<file path="config.mk">
export PLATFORM = sky130hd
export DESIGN_NAME = product_window_accumulator
export DESIGN_NICKNAME = d
export VERILOG_FILES = /design/src/rtl/product_window_accumulator.sv
export SDC_FILE = /design/constraint.sdc
export NUM_CORES = 1
export LEC_CHECK = 0
export ABC_CLOCK_PERIOD_IN_PS = 1910
export CAP_MARGIN = 25
export CELL_PAD_IN_SITES_DETAIL_PLACEMENT = 1
export CELL_PAD_IN_SITES_GLOBAL_PLACEMENT = 2
export CORE_MARGIN = 2
export CORE_UTILIZATION = 29
export CTS_CLUSTER_SIZE = 40
export DETAILED_ROUTE_END_ITERATION = 10
export PLACE_DENSITY_LB_ADDON = 0.08
export SYNTH_ARGS = -nofsm -noshare
export SYNTH_HDL_FRONTEND = slang
export SYNTH_SLANG_ARGS = --single-unit
</file>
<file path="constraint.sdc">
create_clock -name clock -period 1.91 [get_ports clock]
set_input_delay 0.191 -clock clock [delete_from_list [all_inputs] [get_ports clock]]
set_output_delay 0.191 -clock clock [all_outputs]
set_load 0.02 [all_outputs]
</file>
<file path="src/rtl/product_window_accumulator.sv">
// Windowed accumulator for (a+b)*(c+d) product samples: sum, count and max per window, held until accepted.
// Optional build macro PRODUCT_ACC_SATURATE_EN clamps the sum on carry-out instead of wrapping.
module product_window_accumulator #(
   parameter int unsigned N     = 8,
   parameter int unsigned SUM_W = 12,
   parameter int unsigned CNT_W = 8
) (
   input  logic             clock,
   input  logic             reset,
   input  logic             in_valid,
   output logic             in_ready,
   input  logic [7:0]       in_data,
   input  logic             flush,
   output logic             out_valid,
   input  logic             out_ready,
   output logic [SUM_W-1:0] out_sum,
   output logic [CNT_W-1:0] out_count,
   output logic [7:0]       out_max,
   output logic             out_ovf
);

   typedef enum logic {ACCUM, HOLD} state_e;

   state_e           state_q;
   logic [SUM_W-1:0] acc_q, acc_d;
   logic [CNT_W-1:0] cnt_q, cnt_d;
   logic [7:0]       max_q, max_d;
   logic             ovf_q, ovf_d;
   logic [SUM_W:0]   sum_ext;
   logic             accept;
   logic             close;

   // Reset is folded in so no sample can be offered as accepted during the reset cycle.
   always_comb begin
      in_ready = (state_q == ACCUM) && !reset;
   end

   always_comb begin
      accept  = in_valid && in_ready;
      sum_ext = {1'b0, acc_q} + {{(SUM_W-7){1'b0}}, in_data};
      acc_d   = acc_q;
      cnt_d   = cnt_q;
      max_d   = max_q;
      ovf_d   = ovf_q;
      if (accept) begin
`ifdef PRODUCT_ACC_SATURATE_EN
         acc_d = sum_ext[SUM_W] ? '1 : sum_ext[SUM_W-1:0];
`else
         acc_d = sum_ext[SUM_W-1:0];
`endif
         cnt_d = cnt_q + CNT_W'(1);
         if (in_data > max_q) max_d = in_data;
         ovf_d = ovf_q | sum_ext[SUM_W];
      end
      close = (accept && (cnt_q == CNT_W'(N - 1)))
           || (flush && in_ready && ((cnt_q != '0) || accept));
   end

   always_ff @(posedge clock) begin
      if (reset) begin
         state_q   <= ACCUM;
         acc_q     <= '0;
         cnt_q     <= '0;
         max_q     <= '0;
         ovf_q     <= 1'b0;
         out_valid <= 1'b0;
         out_sum   <= '0;
         out_count <= '0;
         out_max   <= '0;
         out_ovf   <= 1'b0;
      end else begin
         case (state_q)
            ACCUM: begin
               if (close) begin
                  out_sum   <= acc_d;
                  out_count <= cnt_d;
                  out_max   <= max_d;
                  out_ovf   <= ovf_d;
                  out_valid <= 1'b1;
                  acc_q     <= '0;
                  cnt_q     <= '0;
                  max_q     <= '0;
                  ovf_q     <= 1'b0;
                  state_q   <= HOLD;
               end else begin
                  acc_q <= acc_d;
                  cnt_q <= cnt_d;
                  max_q <= max_d;
                  ovf_q <= ovf_d;
               end
            end
            HOLD: begin
               if (out_ready) begin
                  out_valid <= 1'b0;
                  state_q   <= ACCUM;
               end
            end
            default: state_q <= ACCUM;
         endcase
      end
   end

endmodule

</file>
# Word level (Yosys, flattened, before mapping)
# Index checks and enable logic that the tools add are counted.
[word_totals]
register_bits = 60
inputBits = 13
wordCells = 44
[classes]
add_sub_neg = 2
order_cmp = 1
eq_ne = 3
muxes = 15
bitwise = 2
n_reduce_logical = 11
[op_table]
columns = ["cell", "count"]
rows = [
  ["8-bit 2-to-1 mux", 5],
  ["12-bit 2-to-1 mux", 2],
  ["12-bit by 8-bit adder with 13-bit output", 1],
  ["8-bit by 1-bit adder with 8-bit output (second input constant)", 1],
  ["8-bit by 3-bit == test with 1-bit output (second input constant)", 1],
  ["8-bit > comparator", 1],
  ["8-bit nonzero test", 1],
  ["1-bit 2-to-1 mux", 6],
  ["1-bit logical AND", 5],
  ["2-bit inequality test (second input constant)", 2],
  ["1-bit case mux with 2 select lines", 2],
  ["2-bit AND reduction", 2],
  ["1-bit logical OR", 2],
  ["1-bit zero test", 1],
  ["1-bit NOT", 1],
  ["1-bit OR", 1],
]

# Longest topological paths before layout
[logic_depth]
ltp_word = 8
ltp_mapped = 8
ltp_nobuf = 8

# Worst setup path after synthesis
# No wires, ideal clock.
[synth_path]
kind = "register to register"
start = "register acc_q[0]"
end = "register out_ovf"
setup_ns = 0.122
arrival_time_ns = 1.856
required_ns = 1.788
setup_slack_ns = -0.068
stages_incl_launch_ff = 9
synth_period_minus_slack_ns = 1.978
cell_sequence = "dfxtp_1 ha_1 fa_1 a21oi_1 nor2_1 nor3_1 a21oi_1 a31oi_1 a21oi_1"
[synth_via]
elab_chain_cells = 3
[synth_rtl]
columns = ["element", "line", "rtl"]
rows = [
  ["from (decl)", "25", "logic [SUM_W-1:0] acc_q, acc_d;"],
  ["from (signal assigned)", "62", "acc_q <= '0;"],
  ["from (signal assigned)", "80", "acc_q <= '0;"],
  ["from (signal assigned)", "86", "acc_q <= acc_d;"],
  ["12-bit by 8-bit adder with 13-bit output", "40", "sum_ext = {1'b0, acc_q} + {{(SUM_W-7){1'b0}}, in_data};"],
  ["1-bit OR", "53", "ovf_d = ovf_q | sum_ext[SUM_W];"],
  ["1-bit 2-to-1 mux", "45", "if (accept) begin"],
  ["to (signal assigned)", "78", "out_ovf <= ovf_d;"],
  ["to (decl)", "19", "output logic out_ovf"],
]
# No other way between the ends.
# A chain may end at the register's enable or synchronous reset.

# Final worst setup path
[layout_path]
start = "register cnt_q[4]"
end = "register out_count[6]"
[layout_via]
elab_chain_cells = 5
elab_cells_between_ends = 9
classes_between = "1 x add/sub; 1 x eq/ne; 1 x mux; 6 x reduce/logical"
[layout_rtl]
columns = ["element", "line", "rtl"]
rows = [
  ["from (decl)", "26", "logic [CNT_W-1:0] cnt_q, cnt_d;"],
  ["from (signal assigned)", "87", "cnt_q <= cnt_d;"],
  ["parallel branches: the longest is 5 deep, another holds 8-bit by 1-bit adder with 8-bit output", "-", ""],
  ["to (signal assigned)", "76", "out_count <= cnt_d;"],
  ["to (decl)", "17", "output logic [CNT_W-1:0] out_count,"],
]
# Several ways; the timed one is not identified.

==> flow_summary.yaml <==
floorplanning:
  rows: 35
  start_util: 0.301
  coreArea_mm2: 0.00933
  ioPinCount: 44
  fp.dieH_um: 102
  die_w_um: 102
  die_area_mm2: 0.0105
timing:
  worst_pin_slew_ps: 385
  period_share: 1.03
  finalSetupViolations: 41
  hold_slack_ps: 339
  fmax_ghz: 0.508
  finalHoldViolCount: 0
  fin_crit_ps: 1970
  rsz0062_at_grt: "true"
  report.final.slew_viol_count: 0
  setup_ws_ps: -59.0
  tns_ps: -995
  fin_skew_ps: 8.12
  relSlewSlack: 0.743
cts:
  cts-htree-levels: 3
  cts-root-buf: "clkbuf_8"
  cts_tree: "done"
  path_clk_slew_ps: 80
  clkSinkCount: 60
  cts_made_buffers: 9
  clockBufferDepth: 2
  clk_latency_ps: 340
route:
  first_pass_iters: 4
  viasPerCell: 4.84
  drt_wl_total_um: 9180
  wl_per_cell_um: 16.4
  ant_nets: 0
  drc: 0
  vias: 2712
  drt-initial-drc-count: 44
synth:
  synth_top_area_frac: 0.427
  ys_warn_count: 0
  synth_edf_count: 0
  yosysUniqueCellTypes: 42
  synth_cells: 316
  synth_top_cells_by_count: "dfxtp_1 (60), a21oi_1 (52), nor2_1 (36)"
  synthTopCellsByArea: "dfxtp_1 (43%), a21oi_1 (9.3%), ha_1 (8.0%)"
  syn_area_mm2: 0.00281
  yosys.area.top_type: "dfxtp_1"
  async_reset_ff_frac: 0
  synthFlopType: "dfxtp_1"
  synthesis.nets: 348
  yosysMostFrequentCell: "dfxtp_1"
  synth_seq_cells: 60
  seq_area_frac_synth: 0.427
  avgSynthCellArea_um2: 8.90
final_layout:
  n_fill_cell: 1053
  syn2layout_area_growth_pct: 67.6
  drive_above_1_share: 0.404
  nNetsFinal: 458
  antenna_cells: 0
  final_area_mm2: 0.00471
place:
  port_buffers: 43
  gp_congestion: 0.801
  place_ws_ps: -489
  dpl_cell_area_mm2: 0.00381
  dp_hpwl_um: 6110
setup_path:
  crit_chain: "or4_4 > nor2_4 > and4b_2 > a21oi_4 > buf_6 > clkbuf_16 > a21oi_2 > a21oi_2"
  crit_path_end_kind: "flop"
  critPathArrivalTime_ps: 2190
  crit_family: "simple AND/OR/NAND/NOR gates"
  worst_setup_path_start_kind: "flop"
  path_class: "reg2reg"
  worstRegToRegCells: 8
  crit_path_max_fanout: 5
  ff2ff_setup_slack_ps: -60
  cpMostUsedCell: "a21oi_2"
  max_stage_delay_ps: 550
  critPathRequiredTime_ps: 2130
  critical_path_buf_inv_count: 2
  cpMaxStageDelayCell: "or4_4"
  r2r_start: "cnt_q[4]"
  reg2reg_to: "out_count[6]"
worst_hold_path:
  min_from: "in_data[2]"
  hold_end: "max_q[2]"
  hold_path.class: "in2reg"
  worstHoldPathCells: 3
global_route:
  track_usage: 0.180
  grt_first_pass_wirelength_um: 14200
  overflow: 0
  grt_max_degree: 19
  grt_pass1_vias: 2803
  antenna_found_initial: 0
power:
  power.total_w: 0.00380
  power_density_mw_per_mm2: 807
  p_leak_nw: 1.83
  peakVddDrop_mv: 0.401
status:
  outcome: "finished with violations"
  violations: "negative setup slack"
flow_run:
  maxCapViolCount: 0
-- cells by family after synthesis --
logic type / Yosys count / share of synthesized area
simple gates: 94 / 0.167
fa+ha+maj: 19 / 0.0872
mux: 9 / 0.0320
compound gates: 89 / 0.185
buf+inv: 29 / 0.0516
flops: 60 / 0.427
xor+xnor: 16 / 0.0498
-- area by class of cell --
type	count	area, um2	share of cell area
clock buffers	9	124	0.0263
clock inverters	7	115	0.0244
inverters	15	56.3	0.0119
multi-input cells	227	1920	0.408
flip-flops and latches	60	1220	0.258
well taps	129	161	0.0343
repair buffers	113	1120	0.237
-- cell usage in the layout, fill, tap and decap left out, types with 4 or more instances in the layout --
cell             count
a21oi_1             20
a21oi_2             22
a21oi_4             13
buf_12               4
buf_4               55
buf_6                6
clkbuf_8             9
clkdlybuf4s50_1     38
dfxtp_1             49
dfxtp_2             10
ha_1                12
ha_4                 5
inv_1               14
mux2i_4              5
nand2_1             21
nand3_1              8
nand4_1              5
nor2_1              32
o21ai_0              5
o21ai_1              7
xnor2_1              9
xor2_1               6
-- layer usage --
| metal | vias up | part of all wire | routed length [um] | global-route usage |
|---|---|---|---|---|
| met5 | - | 0 | 0 | 0 |
| met1 | 1335 | 0.47 | 4330 | 0.235 |
| met3 | 12 | 0.024 | 224 | 0.0465 |
| li1 | 1326 | - | - | - |
| met4 | 0 | 0.018 | 162 | 0.0472 |
| met2 | 39 | 0.49 | 4460 | 0.295 |
-- worst register-to-register path: stages (launching register included) --
cell	delay, ps
dfxtp_2	330
or4_4	550
nor2_4	140
and4b_2	300
a21oi_4	60
buf_6	150
clkbuf_16	170
a21oi_2	110
a21oi_2	40
-- flip-flops by register name, indices dropped and copies added, names as in the netlist --
name       count
acc_q         12
out_sum       12
cnt_q          8
max_q          8
out_count      8
out_max        8
out_ovf        1
out_valid      1
ovf_q          1
state_q        1
-- per-stage QoR --
step,instances,util
after floorplan,316,-
after global placement,533,0.409
after detailed placement,533,0.409
after CTS,552,0.462
after global routing,560,0.505
final,560,0.505
-- power by group --
part	switching [W]	total, W	internal (W)
clock	0.000546	0.00141	0.000862
combinational	0.000486	0.000981	0.000495
sequential	0.0000741	0.00142	0.00134
total	0.00111	0.00380	0.00270
-- worst max path at each step --
stage / startpoint / endpoint / slack (ps) / cells after the start
floorplan: state_q / cnt_q[3] / 6 / 7
global placement: in_data[0] / out_ovf / -490 / 9
detailed placement: in_data[0] / out_ovf / -490 / 9
CTS: cnt_q[6] / out_max[0] / -30 / 8
global route: cnt_q[4] / acc_q[7] / -120 / 7
finish: cnt_q[4] / out_count[6] / -60 / 8
-- what timing repair did --
item	in CTS	in global routing
pin swaps	12	25
hold buffers	0	0
cloned	2	3
endpoints found under the setup margin	41	58
hold endpoints to repair	0	0
buffers inserted	2	5
resized for setup	55	66
Power figures use the tool's default switching activity.
